`config.mk`:
```
export PLATFORM = sky130hd
export DESIGN_NAME = data_cache_ctrl
export DESIGN_NICKNAME = d
export VERILOG_FILES = /design/src/rtl/data_cache_ctrl.sv
export SDC_FILE = /design/constraint.sdc
export NUM_CORES = 1
export LEC_CHECK = 0
export CAP_MARGIN = 20
export CORE_MARGIN = 2
export CORE_UTILIZATION = 50
export CTS_CLUSTER_DIAMETER = 80
export CTS_CLUSTER_SIZE = 24
export DETAILED_ROUTE_END_ITERATION = 10
export DONT_BUFFER_PORTS = 1
export HOLD_SLACK_MARGIN = 0.12
export PLACE_DENSITY = 0.77
export SLEW_MARGIN = 15
export SYNTH_ARGS = -nofsm -noshare
export SYNTH_HDL_FRONTEND = slang
export SYNTH_SLANG_ARGS = --single-unit
```
`constraint.sdc`:
```
create_clock -name CLK -period 3.8 [get_ports CLK]
set_input_delay 0.95 -clock CLK [delete_from_list [all_inputs] [get_ports CLK]]
set_output_delay 0.95 -clock CLK [all_outputs]
set_load 0.01 [all_outputs]
```
`src/rtl/data_cache_ctrl.sv`:
```
// Direct-mapped, write-back, write-allocate data cache controller.
// Misses are serviced block-wise over a busywait handshake to main memory.
module data_cache_ctrl #(
  parameter int unsigned ADDR_W   = 8,
  parameter int unsigned DATA_W   = 8,
  parameter int unsigned INDEX_W  = 3,
  parameter int unsigned OFFSET_W = 2
) (
  input  logic                           CLK,
  input  logic                           RESET,
  input  logic                           READ,
  input  logic                           WRITE,
  input  logic [ADDR_W-1:0]              ADDRESS,
  input  logic [DATA_W-1:0]              WRITEDATA,
  output logic [DATA_W-1:0]              READDATA,
  output logic                           BUSYWAIT,
  output logic                           MEM_READ,
  output logic                           MEM_WRITE,
  output logic [ADDR_W-OFFSET_W-1:0]     MEM_ADDRESS,
  output logic [(DATA_W<<OFFSET_W)-1:0]  MEM_WRITEDATA,
  input  logic [(DATA_W<<OFFSET_W)-1:0]  MEM_READDATA,
  input  logic                           MEM_BUSYWAIT
);

  localparam int unsigned TAG_W     = ADDR_W - INDEX_W - OFFSET_W;
  localparam int unsigned LINES     = 1 << INDEX_W;
  localparam int unsigned BLOCK_W   = DATA_W << OFFSET_W;
  localparam int unsigned BLK_W     = ADDR_W - OFFSET_W;
  localparam int unsigned BYTE_SH   = $clog2(DATA_W);
  localparam int unsigned BIT_OFF_W = OFFSET_W + BYTE_SH;

  typedef enum logic [1:0] {StIdle, StWriteback, StFetch} state_e;

  state_e state_q, state_d;

  logic [LINES-1:0]   valid_q;
  logic [LINES-1:0]   dirty_q;
  logic [TAG_W-1:0]   tag_q  [LINES];
  logic [BLOCK_W-1:0] data_q [LINES];
  logic [BLK_W-1:0]   blk_q;

  logic [TAG_W-1:0]     req_tag;
  logic [INDEX_W-1:0]   req_idx;
  logic [OFFSET_W-1:0]  req_off;
  logic [BIT_OFF_W-1:0] bit_off;
  logic [INDEX_W-1:0]   blk_idx;
  logic [TAG_W-1:0]     blk_tag;
  logic                 req;
  logic                 hit;
  logic                 miss;
  logic                 wr_hit;
  logic                 fill;

  assign req_tag = ADDRESS[ADDR_W-1 -: TAG_W];
  assign req_idx = ADDRESS[OFFSET_W +: INDEX_W];
  assign req_off = ADDRESS[OFFSET_W-1:0];
  assign bit_off = {req_off, {BYTE_SH{1'b0}}};
  assign blk_idx = blk_q[INDEX_W-1:0];
  assign blk_tag = blk_q[BLK_W-1 -: TAG_W];

  assign req    = READ | WRITE;
  assign hit    = valid_q[req_idx] && (tag_q[req_idx] == req_tag);
  assign miss   = (state_q == StIdle) && req && !hit;
  assign wr_hit = (state_q == StIdle) && WRITE && hit;

  assign BUSYWAIT = (state_q != StIdle) | miss;
  // Simultaneous READ and WRITE is a store, so no load data is returned.
  assign READDATA = ((state_q == StIdle) && READ && !WRITE && hit) ?
                    data_q[req_idx][bit_off +: DATA_W] : '0;

  always_comb begin
    state_d       = state_q;
    MEM_READ      = 1'b0;
    MEM_WRITE     = 1'b0;
    MEM_ADDRESS   = '0;
    MEM_WRITEDATA = '0;
    fill          = 1'b0;
    unique case (state_q)
      StIdle: begin
        if (miss) begin
          state_d = (valid_q[req_idx] && dirty_q[req_idx]) ? StWriteback : StFetch;
        end
      end
      StWriteback: begin
        MEM_WRITE     = 1'b1;
        MEM_ADDRESS   = {tag_q[blk_idx], blk_idx};
        MEM_WRITEDATA = data_q[blk_idx];
        // A request withdrawn during the writeback skips the refill.
        if (!MEM_BUSYWAIT) state_d = req ? StFetch : StIdle;
      end
      StFetch: begin
        MEM_READ    = 1'b1;
        MEM_ADDRESS = blk_q;
        if (!MEM_BUSYWAIT) begin
          fill    = 1'b1;
          state_d = StIdle;
        end
      end
      default: state_d = StIdle;
    endcase
  end

  // The missing block address is captured so a wandering ADDRESS cannot corrupt the refill.
  always_ff @(posedge CLK) begin
    if (RESET) begin
      state_q <= StIdle;
      valid_q <= '0;
      dirty_q <= '0;
      blk_q   <= '0;
    end else begin
      state_q <= state_d;
      if (miss) blk_q <= ADDRESS[ADDR_W-1:OFFSET_W];
      if (fill) begin
        data_q[blk_idx]  <= MEM_READDATA;
        tag_q[blk_idx]   <= blk_tag;
        valid_q[blk_idx] <= 1'b1;
        dirty_q[blk_idx] <= 1'b0;
      end else if (wr_hit) begin
        data_q[req_idx][bit_off +: DATA_W] <= WRITEDATA;
        dirty_q[req_idx]                   <= 1'b1;
      end
    end
  end

endmodule

```
==> results.md, run 1 <==
* Crit start category: primary input
* Prevailing post-synth register cell: edfxtp_1
* Sum Neg Setup Slack at -1.15 ns
* Achievable Freq at 251 MHz
* Initial antenna violation count at 0
* Post-synth ARST share at 0%
* Grt ovf at 0
* Fin area at 17400 sq um
* Synth warn at 0
* Clk slew on worst S/H paths at 0.09 ns
* CTS tree: done
* GR Util All Layers at 27.4%
* Leak at 5.79 nW
* Placed instance area at 16800 sq um
* Unrepaired setup endpoints after global routing: yes
* Yosys cell types at 64
* Worst Setup End Kind: output pin
* Root Driver: clkbuf_16
* Slew at the pin closest to its max-slew limit at 0.888 ns
* Avg Inst Size Synth at 14.0 sq um
* Synth Net Count at 1186
* Fin crit period at 3.98 ns
* First-pass GRT wire length at 67.2 mm
* H-tree Lvls at 1
* Per-cell routed wire length at 28.8 um
* Antenna Nets Post-Route at 0
* DR vias/cell at 6.82
* Critical path type: in2out
* Maxcap violations at 0
* Width of the die at 182 um
* DR iter-0 viols at 1513
* Clock buffer depth at 3
* PortBufs at 0
* Die area at 33000 sq um
* Number of global-route vias before repair at 10700
* Sw frac at 24.1%
* Net switching power at 0.00156 W
* Worst-Skew Late Latency at 0.51 ns
* Crit Path Max Fanout at 70
* Critical Path RT at 2.85 ns
* Fraction of layout instances using a drive strength above 1 at 25.2%
* Sequential power share at 58.1%
* Slowest stage delay, CP at 0.64 ns
* Clock sink count at 307
* Routability cong. at 0.939
* Logic gate share of total power at 12.7%
* CTS Hold Bufs at 0
* Largest net degree at the start of global routing at 107
* Clock share of power at 29.2%
* Post-synthesis sequential area ratio at 56.8%
* Antenna cells at 0
* Failing checks: setup timing
* Yosys reg bits at 307
* Setup WS post-layout at -0.181 ns
* Slowest CP cell: or4_4
* Top delay family on crit path: simple AND/OR/NAND/NOR gates
* DR vias at 10700
* First drt pass iteration count at 6
* Max-slew violations at 0
* Die Y at 182 um
* VDD IR max at 235 uV
* Ports at 102
* CP arrival at 3.03 ns
* Hold WS at 0.458 ns
* Final design utilization at 55.6%
* # rows at 65
* Std-Cell Core Area at 31300 sq um
* Int Power at 0.00492 W
* Synthesized cell area at 15800 sq um
* Final total power at 0.00648 W
* Worst min path class: reg2reg
* Post-route clock period utilization at 105%
* Post-synth EDFFs at 280
* Final Skew at 0.0195 ns
* Synth Instances at 1126
* Nets at 1220
* Synth-to-Final Area Change at 10.4%
* Max_slew headroom at 40.4%
* Status: complete, but fails checks
* Worst Path Buf+Inv at 1
* WL final at 45.2 mm
* CTS Buf Count at 17
* Final setup fails at 8
* Initial Utilization at 50.3%
* Final Hold Viols at 0
* Crit path cell chain: mux2i_4, o22ai_2, or3_4, a221o_1, or4_4, a211oi_2, buf_4
* # DRC at 0
* PD cells at 372 nW/um^2
* DP Wirelength at 30.7 mm
[cells in the mapped netlist, drive strengths merged (5+ instances only)]
cell type / instances / area [sq um]
dfxtp: 27 / 541
a21oi: 29 / 149
clkbuf: 37 / 139
a21o: 8 / 60.1
o22ai: 30 / 188
o41ai: 13 / 114
edfxtp: 280 / 8410
mux4: 96 / 2160
inv: 49 / 184
ha: 7 / 87.6
mux2i: 111 / 1110
buf: 42 / 235
nor2: 35 / 131
o22a: 5 / 43.8
mux2: 19 / 214
o221ai: 7 / 61.3
nor3: 10 / 71.3
a221oi: 9 / 85.1
a211oi: 31 / 253
and3: 5 / 31.3
nand3: 16 / 85.1
nand2b: 13 / 83.8
or2: 9 / 56.3
o211ai: 9 / 67.6
nand2: 103 / 387
o31ai: 6 / 45.0
o21ai: 39 / 195
nor2b: 43 / 269
[path summary, 6_finish.rpt]
path	slack [ns]	endpoint	cells after the start	start
setup / recovery	-0.18	READDATA[3]	7	ADDRESS[2]
hold / removal	0.46	valid_q[7]	1	valid_q[7]
setup reg to reg	0.67	data_q[6][21]	8	tag_q[7][1]
hold reg to reg	0.46	valid_q[7]	1	valid_q[7]
[power by group through the flow]
stage	logic, W	registers (W)	clock network [W]
after global routing	0.000869	0.00377	0.00204
after CTS	0.000809	0.00376	0.00192
after floorplan	0.000625	0.00380	0
final	0.000820	0.00376	0.00189
after global placement	0.000786	0.00384	0
after detailed placement	0.000801	0.00384	0
[what timing repair did]
action	CTS	global route
resized for setup	7	4
endpoints found under the setup margin	8	8
pin swaps	5	2
buffers inserted	3	1
[cells in the final DEF, fill, tap and decap left out, drive strengths merged, types with 3 or more instances in the layout]
cell type  count
a31oi          3
o221ai         7
mux2          19
o21ai         39
nand2        103
clkbuf        22
a21o           8
buf           94
inv           50
nor2b         43
a221oi         9
edfxtp       280
dfxtp         27
mux2i        111
nor3b          3
o211ai         9
nand2b        13
ha             7
o311ai         4
nor3          10
o41ai         13
a22oi          4
a211oi        31
a21oi         29
mux4          96
o22ai         30
and3           5
o31ai          6
clkinv         5
nor2          35
nand3         16
or2            9
o22a           5
[per-stage QoR]
| step | worst slack (ns) | instances |
|---|---|---|
| after floorplan | -0.277 | 1126 |
| after global placement | -0.158 | 1539 |
| after detailed placement | -0.195 | 1539 |
| after CTS | -0.213 | 1568 |
| after global routing | -0.214 | 1569 |
| final | -0.181 | 1569 |
[cell type report]
| cell class | instances | area, sq um |
|---|---|---|
| sequential | 307 | 8950 |
| timing repair buffer | 94 | 768 |
| multi-input combinational | 689 | 6510 |
| tap | 402 | 503 |
| inverter | 51 | 191 |
| fill | 2425 | 13900 |
| clock inverter | 4 | 33.8 |
| clock buffer | 22 | 444 |
[state kept, by name, indices dropped and copies added (netlist names), named ones only]
| signal | flops |
|---|---|
| valid_q | 8 |
| blk_q | 6 |
| state_q | 2 |
| tag_q | 24 |
| dirty_q | 8 |
| data_q | 256 |
[cell families after synthesis]
logic type                 Yosys count  synth area share, %
DFF                                307                 56.8
and+or+nand+nor                    246                 7.64
muxes                              226                 22.1
AOI/OAI and AO/OA                  208                 9.20
buffers and inverters              130                 3.59
adders and majority gates            7                0.556
xor gates and xnor gates             2                0.111
[worst reg2reg max path, stage by stage (launching register included)]
cell and delay (ns):
edfxtp_1 0.45, mux2i_4 0.19, o22ai_2 0.10, or3_4 0.38
a221o_1 0.34, buf_4 0.18, nor3_4 0.22, buf_12 0.29
mux2i_1 0.69
[routing by layer]
layer	share of wire (%)	wire length (um)	track usage, %	vias to the layer above
li1	-	-	-	4491
met1	38	17200	36.8	5389
met2	47	21100	43.2	692
met3	10	4590	5.66	121
met4	5.2	2350	13.2	0
met5	0	0	0	-
No activity file was read; power rests on OpenSTA's default activity.
==> inputs of run 2 (changes only) <==
--- a/config.mk
+++ b/config.mk
@@ -5,8 +5,8 @@
 export SDC_FILE = /design/constraint.sdc
 export NUM_CORES = 1
 export LEC_CHECK = 0
+export ABC_AREA = 0
 export CAP_MARGIN = 20
-export CORE_MARGIN = 2
 export CORE_UTILIZATION = 50
 export CTS_CLUSTER_DIAMETER = 80
 export CTS_CLUSTER_SIZE = 24
==> run 2 against run 1 <==
- the flow finishes with violations (DRC, setup timing)
- power is 0.26% lower
- via count decreased by 0.40%
- die area down 2.2%
- clock power barely moved
- critical path type unchanged
- setup slack got worse by 0.14 ns
- combinational power is 0.9% higher
- clock-buffer cell count increased by 1
- sequential share of layout area about the same
==> results.md, run 2 (same netlist as run 1, synthesis figures left out) <==
* Worst reg2reg path startpoint: tag_q[0][0]
* Worst R2R Path Depth at 9
* Grt ovf at 0
* Final setup fails at 8
* Fin crit period at 4.12 ns
* Most frequent cells in the layout: 280 x edfxtp_1, 110 x mux2i_1, 103 x nand2_1
* Maxcap violations at 0
* Clock buffer depth at 3
* Die Y at 180 um
* Final Skew at 0.0149 ns
* Sum Neg Setup Slack at -2.28 ns
* Std-Cell Core Area at 30800 sq um
* Crit Path Max Fanout at 80
* WL final at 44.5 mm
* Max_slew headroom at 42.4%
* Initial antenna violation count at 1
* Setup WS post-layout at -0.321 ns
* Clk slew on worst S/H paths at 0.09 ns
* Post-route clock period utilization at 108%
* Worst min path class: reg2reg
* Root Driver: clkbuf_16
* DR vias/cell at 6.80
* Hold path cells at 1
* Top flop regs: data_q x256, tag_q x24
* PD cells at 371 nW/um^2
* Leak at 5.82 nW
* Worst-Skew Late Latency at 0.51 ns
* Initial Utilization at 51.1%
* CTS tree: done
* PortBufs at 0
* Width of the die at 180 um
* Worst Setup End Kind: output pin
* Register name with the most flops: data_q
* DR vias at 10700
* Ports at 102
* Pre-CTS WS at -0.148 ns
* Routability cong. at 0.948
* CP arrival at 3.17 ns
* Final total power at 0.00646 W
* VDD IR max at 242 uV
* DP Wirelength at 30.5 mm
* Largest register FFs at 256
* Worst Hold Path EP: valid_q[7]
* DR iter-0 viols at 1481
* Critical path type: in2out
* Hold path start: valid_q[7]
* Antenna Nets Post-Route at 0
* Crit start category: primary input
* Fraction of layout instances using a drive strength above 1 at 25.1%
* CTS Buf Count at 16
* Per-cell routed wire length at 28.4 um
* Final Hold Viols at 0
* CTS Hold Bufs at 0
* Most common cell after layout, fill and taps aside: edfxtp_1
* Critical Path RT at 2.85 ns
* Achievable Freq at 243 MHz
* First-pass GRT wire length at 66.0 mm
* R2R Setup Slk at 0.57 ns
* Unrepaired setup endpoints after global routing: yes
* Largest net degree at the start of global routing at 107
* Die area at 32200 sq um
* Slew at the pin closest to its max-slew limit at 0.858 ns
* Clock sink count at 307
* H-tree Lvls at 1
* Synth-to-Final Area Change at 10.5%
* Nets at 1225
* Max-slew violations at 0
* GR Util All Layers at 27.5%
* # DRC at 4
* Failing checks: DRC, setup timing
* Number of global-route vias before repair at 10400
* Reg2reg end: data_q[0][4]
* Critical path origin: ADDRESS[3]
* # fillers at 2409
* Status: complete, but fails checks
* First drt pass iteration count at 10
* # rows at 64
run 2: changes by cell type in the layout (fill, tap and decap cells not counted), sizes merged:
cell	change
buf	+6
inv	-1
diode	+1
clkinv	-3
clkbuf	+1
run 2: worst max path at each step:
stage | end | cells past startpoint | slack, ns
6_report | READDATA[7] | 7 | -0.32
3_5_place_dp | READDATA[4] | 7 | -0.15
2_1_floorplan | READDATA[2] | 10 | -0.28
4_1_cts | READDATA[4] | 7 | -0.15
3_3_place_gp | READDATA[0] | 6 | -0.14
5_1_grt | READDATA[7] | 7 | -0.28
run 2: worst max-delay path: stages:
cell and delay [ns]:
or2_1 0.31, o22ai_1 0.25, o21ai_0 0.16, a221o_1 0.36, or4_4 0.70, a211oi_2 0.21
buf_4 0.15
run 2: repair_timing:
| item | CTS | global route |
|---|---|---|
| pin swaps | 1 | 2 |
| hold endpoints to repair | 0 | 0 |
| endpoints found under the setup margin | 8 | 9 |
| resized for setup | 2 | 7 |
| buffers inserted | 1 | 2 |
run 2: report_power, final:
group / total (W) / internal, W / switching [W]
Clock: 0.00188 / 0.000865 / 0.00101
Sequential: 0.00376 / 0.00371 / 0.0000533
Combinational: 0.000827 / 0.000370 / 0.000457
run 2: per-stage QoR:
stage / instance area [sq um] / instances / util, % / hold WS [ns]
3_3_place_gp: 16900 / 1540 / 54.7 / 0.428
6_report: 17400 / 1567 / 56.5 / 0.460
3_5_place_dp: 16900 / 1540 / 54.7 / 0.438
4_1_cts: 17400 / 1564 / 56.3 / 0.460
2_1_floorplan: 15900 / 1126 / - / 0.421
5_1_grt: 17400 / 1566 / 56.5 / 0.468
run 2: area by class of cell:
class                      instances  area [sq um]  area share, %
tap                              396           495           2.84
inverter                          51           191           1.10
antenna                            1          2.50         0.0144
clock buffer                      23           469           2.69
sequential                       307          8950           51.4
timing repair buffer             100           821           4.71
multi-input combinational        689          6480           37.2
run 2: routing by layer:
layer | share of wire [%] | GRT usage (%) | routed length, um | vias to the layer above
li1 | - | - | - | 4495
met1 | 38 | 38.2 | 16800 | 5327
met2 | 46 | 43.1 | 20500 | 717
met3 | 12 | 5.04 | 5160 | 111
met4 | 4.7 | 11.5 | 2080 | 0
met5 | 0 | 0 | 0 | -
==> inputs of run 3 (changes only) <==
--- a/config.mk
+++ b/config.mk
@@ -18,3 +18,4 @@
 export SYNTH_ARGS = -nofsm -noshare
 export SYNTH_HDL_FRONTEND = slang
 export SYNTH_SLANG_ARGS = --single-unit
+export TNS_END_PERCENT = 50
==> run 3 against run 2 <==
- the flow still finishes with violations (DRC, setup timing)
- global-route usage rose by 0.65 points
- routed wire length rose by 3.4%
- register-to-register slack got worse by 0.20 ns
- sequential power barely moved
- setup slack got worse by 0.038 ns
- critical path type unchanged
- sequential share of layout area fell by 0.11 points
- cell count rose by 0.77%
- critical path depth did not move
- via count rose by 1.6%
==> results.md, run 3 (same netlist as run 1, synthesis figures left out) <==
* Worst Setup End Kind: output pin
* Failing checks: DRC, setup timing
* Synth-to-Final Area Change at 10.7%
* Leak at 5.85 nW
* Register name with the most flops: data_q
* Crit Path Max Fanout at 80
* Crit. path cell count at 7
* Number of global-route vias before repair at 10600
* Fin crit period at 4.16 ns
* Top delay family on crit path: compound AO/OA/AOI/OAI gates
* Nets at 1233
* Unrepaired setup endpoints after global routing: yes
* Std-Cell Core Area at 30800 sq um
* Setup WS post-layout at -0.359 ns
* DR iter-0 viols at 1404
* Antenna cells at 0
* Worst reg2reg path startpoint: tag_q[5][0]
* Final design utilization at 56.6%
* First drt pass iteration count at 8
* Placed instance area at 16800 sq um
* Largest register FFs at 256
* Crit start category: primary input
* Final total power at 0.00653 W
* Slew at the pin closest to its max-slew limit at 1.12 ns
* # rows at 64
* Maxcap violations at 0
* PD cells at 374 nW/um^2
* Crit path cell chain: or2_4, o22ai_1, o21ai_0, a221o_1, or4_4, a211oi_2, buf_4
* Slowest stage delay, CP at 0.68 ns
* CP Capture Point: READDATA[3]
* Worst Path Buf+Inv at 1
* Die Y at 180 um
* Initial antenna violation count at 0
* CP arrival at 3.21 ns
* Top flop regs: data_q x256, tag_q x24
* Sum Neg Setup Slack at -2.39 ns
* Max-slew violations at 0
* CTS Buf Count at 17
* Most frequent cells in the layout: 280 x edfxtp_1, 107 x mux2i_1, 103 x buf_4
* Slowest CP cell: or4_4
* GR Util All Layers at 28.2%
* # DRC at 8
* Worst min path class: reg2reg
* Critical path type: in2out
* First-pass GRT wire length at 67.5 mm
* Routability cong. at 0.906
* Clock sink count at 307
* Initial Utilization at 51.1%
* Final setup fails at 8
* DR vias at 10800
* Clock buffer depth at 3
* Final Skew at 0.0188 ns
* Worst R2R Path Depth at 10
* Grt ovf at 0
* Fraction of layout instances using a drive strength above 1 at 25.0%
* PortBufs at 0
* Finished Layout Cells at 1579
* CTS tree: done
* Max_slew headroom at 25.1%
* Worst-Skew Late Latency at 0.52 ns
* WL final at 46.0 mm
* Largest net degree at the start of global routing at 107
* DR vias/cell at 6.85
* Root Driver: clkbuf_16
* Die area at 32200 sq um
* Most common cell after layout, fill and taps aside: edfxtp_1
* Width of the die at 180 um
* H-tree Lvls at 1
* Clk slew on worst S/H paths at 0.09 ns
* Status: complete, but fails checks
* Per-cell routed wire length at 29.2 um
* Reg2reg end: data_q[2][18]
* DP Wirelength at 30.9 mm
* Critical Path RT at 2.85 ns
* Ports at 102
* Post-route clock period utilization at 109%
* R2R Setup Slk at 0.37 ns
* Final Hold Viols at 0
* Achievable Freq at 240 MHz
* Antenna Nets Post-Route at 0
* VDD IR max at 248 uV
* Fin area at 17500 sq um
* Placed Cells at 1544
* Critical path origin: ADDRESS[3]
## run 3: how the worst min path moves through the flow
stage	start	depth (start not counted)	slack [ns]	to
after floorplan	valid_q[4]	1	0.42	valid_q[4]
after global placement	valid_q[1]	1	0.43	valid_q[1]
after detailed placement	valid_q[1]	1	0.44	valid_q[1]
after CTS	valid_q[1]	1	0.46	valid_q[1]
after global routing	valid_q[0]	1	0.49	valid_q[0]
final	valid_q[4]	1	0.46	valid_q[4]
## run 3: layout make-up
type | instances | area, sq um
clock inverter | 3 | 33.8
sequential | 307 | 8950
clock buffer | 26 | 459
timing repair buffer | 107 | 853
fill | 2391 | 13400
inverter | 51 | 191
multi-input combinational | 689 | 6470
tap | 396 | 495
## run 3: stage by stage
stage | hold WS (ns) | setup WS [ns]
after floorplan | 0.421 | -0.277
after global placement | 0.428 | -0.134
after detailed placement | 0.440 | -0.173
after CTS | 0.462 | -0.169
after global routing | 0.486 | -0.346
final | 0.461 | -0.359
## run 3: power breakdown
group | total (W) | internal [W] | switching [W]
logic | 0.000846 | 0.000374 | 0.000472
registers | 0.00375 | 0.00371 | 0.0000440
clock network | 0.00194 | 0.000863 | 0.00107
total | 0.00653 | 0.00494 | 0.00159
## run 3: timing repair
action / 4_1_cts / 5_1_grt
buffers inserted: 3 / 3
hold buffers: 0 / 0
resized for setup: 2 / 14
pin swaps: 2 / 3
setup endpoints to repair: 8 / 9
endpoints found under the hold margin: 0 / 0
## run 3: layer usage
layer  GRT usage (%)  up-vias  share of wire (%)
met2            44.9      696                 47
met1            37.9     5492                 39
met4            11.2        0                3.9
met5               0        -                  0
li1                -     4521                  -
met3            6.12      108                 11
